<file path="config.mk">
export PLATFORM = sky130hd
export DESIGN_NAME = e10_avl_st_pkt_gen
export DESIGN_NICKNAME = d
export VERILOG_FILES = /design/src/rtl/e10_avl_st_pkt_gen.sv
export SDC_FILE = /design/constraint.sdc
export NUM_CORES = 1
export LEC_CHECK = 0
export CAP_MARGIN = 20
export CORE_ASPECT_RATIO = 0.6
export CORE_MARGIN = 2
export CORE_UTILIZATION = 53
export CTS_CLUSTER_DIAMETER = 60
export DETAILED_ROUTE_END_ITERATION = 8
export GPL_TIMING_DRIVEN = 0
export PLACE_DENSITY = 0.78
export SLEW_MARGIN = 20
export SYNTH_ARGS = -nofsm -noshare
export SYNTH_HDL_FRONTEND = slang
export SYNTH_SLANG_ARGS = --single-unit
</file>
<file path="constraint.sdc">
create_clock -name clk -period 4.1 [get_ports clk]
set_input_delay 1.025 -clock clk [delete_from_list [all_inputs] [get_ports clk]]
set_output_delay 1.025 -clock clk [all_outputs]
set_load 0.02 [all_outputs]
</file>
<file path="src/rtl/e10_avl_st_pkt_gen.sv">
// e10 loopback packet generator: CSR-programmed Ethernet frame source on a
// 64-bit Avalon-ST TX stream (FCS is appended downstream by the MAC).
// Frame: word0 = {DA, SA[47:32]}, word1 = {SA[31:0], LEN, SEQ}, then payload
// bytes k ^ SEED, zero-padded in the eop beat.
module e10_avl_st_pkt_gen #(
  parameter int         IPG_CYCLES = 2,
  parameter int         MAX_LEN    = 1500,
  parameter logic [7:0] SEED       = 8'h5A
) (
  input  logic        clk,
  input  logic        reset_n,
  input  logic [7:0]  avalon_mm_address,
  input  logic        avalon_mm_write,
  input  logic        avalon_mm_read,
  input  logic [31:0] avalon_mm_writedata,
  output logic [31:0] avalon_mm_readdata,
  output logic        avalon_mm_waitrequest,
  output logic [63:0] avalon_st_tx_data,
  output logic        avalon_st_tx_valid,
  output logic        avalon_st_tx_sop,
  output logic        avalon_st_tx_eop,
  output logic [2:0]  avalon_st_tx_empty,
  output logic        avalon_st_tx_error,
  input  logic        avalon_st_tx_ready,
  output logic        gen_active,
  output logic        gen_done
);

  typedef enum logic [2:0] {S_DONE, S_IDLE, S_SOP, S_HDR1, S_PLD, S_IPG} state_t;

  localparam logic [15:0] MIN_LEN_C = 16'd46;
  localparam logic [15:0] MAX_LEN_C = 16'(MAX_LEN);
  localparam logic [15:0] IPG_LAST  = 16'(IPG_CYCLES - 1);

  // CSR storage
  logic [31:0] da_lo, sa_lo, pkt_numb, pkt_sent;
  logic [15:0] da_hi, sa_hi, pkt_len;
  logic        ctrl_cont, ctrl_start, ctrl_stop;
  logic        strobe_d;
  logic [31:0] csr_rd;

  // Generator state
  state_t      state;
  logic [15:0] seq, len_reg, pld_bytes, last_idx, beat_idx, ipg_cnt;
  logic [2:0]  eop_empty;
  logic        stop_seen;

  logic        strobe, wr_commit, terminate, tx_fire;
  logic [15:0] start_len, start_pld;

  function automatic logic [15:0] clamp_len(input logic [15:0] v);
    if (v < MIN_LEN_C) return MIN_LEN_C;
    if (v > MAX_LEN_C) return MAX_LEN_C;
    return v;
  endfunction

  // Payload beat idx (idx >= 2); bytes at or past nbytes read as zero.
  function automatic logic [63:0] pld_word(input logic [15:0] idx, input logic [15:0] nbytes);
    logic [63:0] w;
    logic [15:0] k;
    w = '0;
    for (int j = 0; j < 8; j++) begin
      k = ((idx - 16'd2) << 3) + 16'(j);
      if (k < nbytes) w[63-8*j -: 8] = k[7:0] ^ SEED;
    end
    return w;
  endfunction

  // Each access is stalled for exactly its first cycle; it completes on the second.
  assign strobe                = avalon_mm_read | avalon_mm_write;
  assign avalon_mm_waitrequest = strobe & ~strobe_d;
  assign wr_commit             = avalon_mm_write & strobe_d;

  assign start_len  = clamp_len(pkt_len);
  assign start_pld  = start_len - 16'd2;
  assign terminate  = stop_seen | ctrl_stop | (~ctrl_cont & (pkt_sent == pkt_numb));
  assign tx_fire    = avalon_st_tx_valid & avalon_st_tx_ready;
  assign gen_active = (state != S_DONE) && (state != S_IDLE);
  assign avalon_st_tx_error = 1'b0;

  // CSR read multiplexer; unmapped addresses and unused bits read zero
  always_comb begin
    csr_rd = '0;
    case (avalon_mm_address)
      8'd0:    csr_rd = da_lo;
      8'd1:    csr_rd = {16'd0, da_hi};
      8'd2:    csr_rd = sa_lo;
      8'd3:    csr_rd = {16'd0, sa_hi};
      8'd4:    csr_rd = pkt_numb;
      8'd5:    csr_rd = {16'd0, pkt_len};
      8'd6:    csr_rd = {29'd0, ctrl_cont, ctrl_stop, ctrl_start};
      8'd7:    csr_rd = {30'd0, gen_active, gen_done};
      8'd8:    csr_rd = pkt_sent;
      default: csr_rd = '0;
    endcase
  end

  // CSR writes, registered read data and start/stop self-clearing pulses
  always_ff @(posedge clk or negedge reset_n) begin
    if (!reset_n) begin
      strobe_d           <= 1'b0;
      avalon_mm_readdata <= '0;
      da_lo <= '0; da_hi <= '0; sa_lo <= '0; sa_hi <= '0;
      pkt_numb <= '0; pkt_len <= '0;
      ctrl_cont <= 1'b0; ctrl_start <= 1'b0; ctrl_stop <= 1'b0;
    end else begin
      strobe_d   <= strobe;
      ctrl_start <= 1'b0;
      ctrl_stop  <= 1'b0;
      if (avalon_mm_read) avalon_mm_readdata <= csr_rd;
      if (wr_commit) begin
        case (avalon_mm_address)
          8'd0: da_lo    <= avalon_mm_writedata;
          8'd1: da_hi    <= avalon_mm_writedata[15:0];
          8'd2: sa_lo    <= avalon_mm_writedata;
          8'd3: sa_hi    <= avalon_mm_writedata[15:0];
          8'd4: pkt_numb <= avalon_mm_writedata;
          8'd5: pkt_len  <= avalon_mm_writedata[15:0];
          8'd6: begin
            ctrl_cont  <= avalon_mm_writedata[2];
            ctrl_stop  <= avalon_mm_writedata[1];
            ctrl_start <= avalon_mm_writedata[0];
          end
          default: ;
        endcase
      end
    end
  end

  // Frame FSM with registered stream outputs; a beat advances only on valid & ready
  always_ff @(posedge clk or negedge reset_n) begin
    if (!reset_n) begin
      state <= S_DONE;
      gen_done <= 1'b1;
      avalon_st_tx_valid <= 1'b0; avalon_st_tx_sop <= 1'b0; avalon_st_tx_eop <= 1'b0;
      avalon_st_tx_data <= '0; avalon_st_tx_empty <= '0;
      seq <= '0; pkt_sent <= '0; len_reg <= '0; pld_bytes <= '0; last_idx <= '0;
      beat_idx <= '0; ipg_cnt <= '0; eop_empty <= '0; stop_seen <= 1'b0;
    end else begin
      if (ctrl_stop) stop_seen <= 1'b1;
      case (state)
        S_DONE: begin
          if (ctrl_start && !ctrl_stop) begin
            state     <= S_IDLE;
            gen_done  <= 1'b0;
            seq       <= '0;
            pkt_sent  <= '0;
            stop_seen <= 1'b0;
            len_reg   <= start_len;
            pld_bytes <= start_pld;
            last_idx  <= 16'd1 + ((start_pld + 16'd7) >> 3);
            eop_empty <= 3'(4'd8 - {1'b0, start_pld[2:0]});
          end
        end
        S_IDLE, S_IPG: begin
          if (state == S_IPG && ipg_cnt != IPG_LAST) begin
            ipg_cnt <= ipg_cnt + 16'd1;
          end else if (terminate) begin
            state    <= S_DONE;
            gen_done <= 1'b1;
          end else begin
            state              <= S_SOP;
            avalon_st_tx_valid <= 1'b1;
            avalon_st_tx_sop   <= 1'b1;
            avalon_st_tx_data  <= {da_hi, da_lo, sa_hi};
            beat_idx           <= '0;
          end
        end
        S_SOP: begin
          if (tx_fire) begin
            state             <= S_HDR1;
            avalon_st_tx_sop  <= 1'b0;
            avalon_st_tx_data <= {sa_lo, len_reg, seq};
            beat_idx          <= 16'd1;
          end
        end
        S_HDR1: begin
          if (tx_fire) begin
            state             <= S_PLD;
            avalon_st_tx_data <= pld_word(16'd2, pld_bytes);
            beat_idx          <= 16'd2;
            if (last_idx == 16'd2) begin
              avalon_st_tx_eop   <= 1'b1;
              avalon_st_tx_empty <= eop_empty;
            end
          end
        end
        S_PLD: begin
          if (tx_fire) begin
            if (avalon_st_tx_eop) begin
              state              <= S_IPG;
              avalon_st_tx_valid <= 1'b0;
              avalon_st_tx_eop   <= 1'b0;
              avalon_st_tx_empty <= '0;
              avalon_st_tx_data  <= '0;
              seq                <= seq + 16'd1;
              pkt_sent           <= pkt_sent + 32'd1;
              ipg_cnt            <= '0;
            end else begin
              beat_idx          <= beat_idx + 16'd1;
              avalon_st_tx_data <= pld_word(beat_idx + 16'd1, pld_bytes);
              if (beat_idx + 16'd1 == last_idx) begin
                avalon_st_tx_eop   <= 1'b1;
                avalon_st_tx_empty <= eop_empty;
              end
            end
          end
        end
        default: state <= S_DONE;
      endcase
    end
  end

endmodule

</file>
==> flow_metrics.tcl, run 1 <==
set metrics [dict create \
    num_vias 17320 \
    h-tree-depth 2 \
    ant_nets 0 \
    dr.pass1.iters 9 \
    report.final.hold_viol_count 0 \
    worstSetupEndpointType "flip-flop" \
    min_path_type "input pin to asynchronous set/reset pin" \
    final_cell_mix "370 x dfrtp_1, 200 x nor2_1, 160 x mux2_2, 145 x clkdlybuf4s50_1, 140 x nand2_1" \
    synth_area_um2 19220 \
    p_seq_share_pct 32.4 \
    final-setup-viol-count 0 \
    nets 2166 \
    antenna_found_initial 9 \
    crit_fanout 6 \
    layout_commonest_cell "dfrtp_1" \
    pre_cts_ws_ns -1.349 \
    grt_pass1_wl_mm 105.3 \
    reg2reg_from "beat_idx[7]" \
    rsz0062_at_grt "true" \
    power_switching_share_pct 40.92 \
    cp_data_arrival_time_ns 4.48 \
    critPathRequiredTime_ns 4.48 \
    max_freq_ghz 0.2441 \
    grt_start_max_net_pins 96 \
    synth_seq_cells 382 \
    grt_overflow 0 \
    peakVddDrop_mv 0.5434 \
    drt_iter0_markers 2754 \
    start_kind "flip-flop" \
    tritoncts "yes" \
    powerDensity_nw_per_um2 612.5 \
    slew_headroom_pct 23.50 \
    grt_pass1_vias 16220 \
    synth_ff_type "dfrtp_1" \
    internal_power_mw 8.544 \
    syn-num-nets 1940 \
    drt_wl_total_mm 72.87 \
    numCtsBuffers 38 \
    p_sw_mw 5.918 \
    reg2reg_to "avalon_st_tx_data[53]" \
    largest_register_ffs 64 \
    grt_usage_pct 38.05 \
    synth_warnings 0 \
    ff2ff_setup_slack_ns 0.003 \
    drv_slew 0 \
    clockPowerShare_pct 25.9 \
    violations "design-rule violations" \
    clk_path_buf_depth 3 \
    syn_to_final_growth_pct 22.86 \
    core_um2 35350 \
    clockRootBuffer "clkbuf_16" \
    path_class "flip-flop to flip-flop" \
    portBuffers 146 \
    dp_hpwl_mm 54.13 \
    r2r_cells 15 \
    leakage_nw 10.50 \
    drive_gt1_share_pct 17.87 \
    hold_buffers 0 \
    whs_ns 0.3994 \
    start_util_pct 54.37 \
    drc 2 \
    clk_pin_slew_ns 0.06 \
    drv_cap 0 \
    dieArea_um2 37850 \
    vias_per_cell 6.682 \
    synth_cell_types 72 \
    p_comb_share_pct 41.7 \
    num_rows 53 \
    clock_latency_ns 0.56 \
    die_x_um 249.8 \
    cts.sink_count 382 \
    syn_inst 1870 \
    chipHeight_um 151.5 \
    synth_edf_count 0 \
    outcome "complete, but fails checks" \
    gp_congestion 0.9908 \
    period_minus_slack_ns 4.097 \
    ioPinCount 151 \
    regMostFlops "avalon_st_tx_data" \
    wire_per_inst_um 28.11 \
    yosysSeqAreaShare_pct 49.75 \
    avgSynthCellArea_um2 10.28 \
    p_total_mw 14.46 \
    async_flop_share_pct 100.0 \
    final.period_utilization_pct 99.94 \
    tns_ns 0 \
    finalWorstSetupSlack_ns 0.002550 \
    tightest_slew_ns 1.147 \
    clock-skew-final_ns 0.02875 \
]
## synth_stat cells (34+ instances only)
cell type  instances  share of area (%)
a21oi_1           64                1.7
a221oi_1          44                2.0
a222oi_1          34                1.8
clkbuf_1          96                1.9
dfrtp_1          381                 50
inv_1             64                1.3
mux2_2           160                9.4
nand2_1          143                2.8
nand3_1           56                1.5
nor2_1           209                4.1
o21ai_0           60                1.6
o22ai_1           44                1.4
xnor2_1           42                1.9
xor2_1            87                4.0
## cell families after synthesis
| group | Yosys count | share of synthesized area [%] |
|---|---|---|
| adder cells (fa/ha/maj) | 25 | 1.628 |
| XOR/XNOR | 132 | 6.166 |
| flip-flops | 382 | 49.75 |
| buffers and inverters | 177 | 3.542 |
| multiplexers | 177 | 10.26 |
| other | 1 | 0.01952 |
| AND/OR/NAND/NOR | 595 | 14.76 |
| AO/OA/AOI/OAI | 381 | 13.87 |
## worst max-delay path by stage
stage / endpoint / startpoint / depth (start not counted)
floorplan: last_idx[6] / pkt_len[9] / 17
global placement: pkt_sent[15] / reset_n / 1
detailed placement: avalon_st_tx_data[45] / beat_idx[0] / 13
CTS: avalon_st_tx_data[31] / beat_idx[2] / 16
global route: avalon_st_tx_data[31] / beat_idx[7] / 15
finish: avalon_st_tx_data[53] / beat_idx[7] / 15
## metal layers
metal  up-vias  routed length (µm)  GRT usage [%]
met5         -                  28              0
met4         4                1865          9.036
met3       148               12120          17.25
met2      1224               28290          50.43
met1      8726               30570          55.99
li1       7217                   -              -
## metrics by stage
stage,std cells,instance area (µm²),utilization (%)
2_1_floorplan,1870,19220,-
3_3_place_gp,2483,21260,60.15
3_5_place_dp,2488,21400,60.55
4_1_cts,2566,23140,65.47
5_1_grt,2590,23600,66.78
6_report,2592,23610,66.80
## worst max-delay path, cell delays in order, from the launching register on
cell and delay (ns):
dfrtp_2 0.44, nand3_4 0.11, or4_4 0.59, xnor2_4 0.21, nand3_2 0.12, nor2_2 0.14, nand3_1 0.10, xor2_1 0.18
ha_1 0.32, nand4_1 0.12, o211ai_1 0.47, buf_4 0.20, a21oi_2 0.05, buf_6 0.15, a222oi_1 0.59, a21oi_1 0.13
## what timing repair did
action                     CTS  global route
gates resized for setup     75            61
setup endpoints to repair   90           114
buffers inserted            19            24
pin swaps                   17            29
## power by group through the flow
stage / sequential (mW) / combinational [mW] / clock, mW
floorplan: 4.96 / 2.71 / 0
global placement: 4.71 / 5.23 / 0
detailed placement: 4.72 / 5.35 / 0
CTS: 4.66 / 5.58 / 3.75
global route: 4.73 / 6.36 / 3.90
finish: 4.68 / 6.03 / 3.75
## final cells by class
cell class / instances / area, µm²
inverter: 64 / 240.2
sequential: 382 / 9574
multi-input combinational: 1311 / 9553
clock inverter: 6 / 158.9
fill: 2688 / 11740
antenna: 4 / 10.01
clock buffer: 59 / 1141
buffer: 105 / 439.2
tap: 467 / 584.3
timing repair buffer: 194 / 1908
Note: power is estimated with default switching activity, not from simulation.
==> run 2, diff against run 1 <==
--- a/config.mk
+++ b/config.mk
@@ -9,7 +9,6 @@
 export CORE_ASPECT_RATIO = 0.6
 export CORE_MARGIN = 2
 export CORE_UTILIZATION = 53
-export CTS_CLUSTER_DIAMETER = 60
 export DETAILED_ROUTE_END_ITERATION = 8
 export GPL_TIMING_DRIVEN = 0
 export PLACE_DENSITY = 0.78
==> results of run 2 <==
The final DEF is identical to that of run 1; final timing and power are the same.
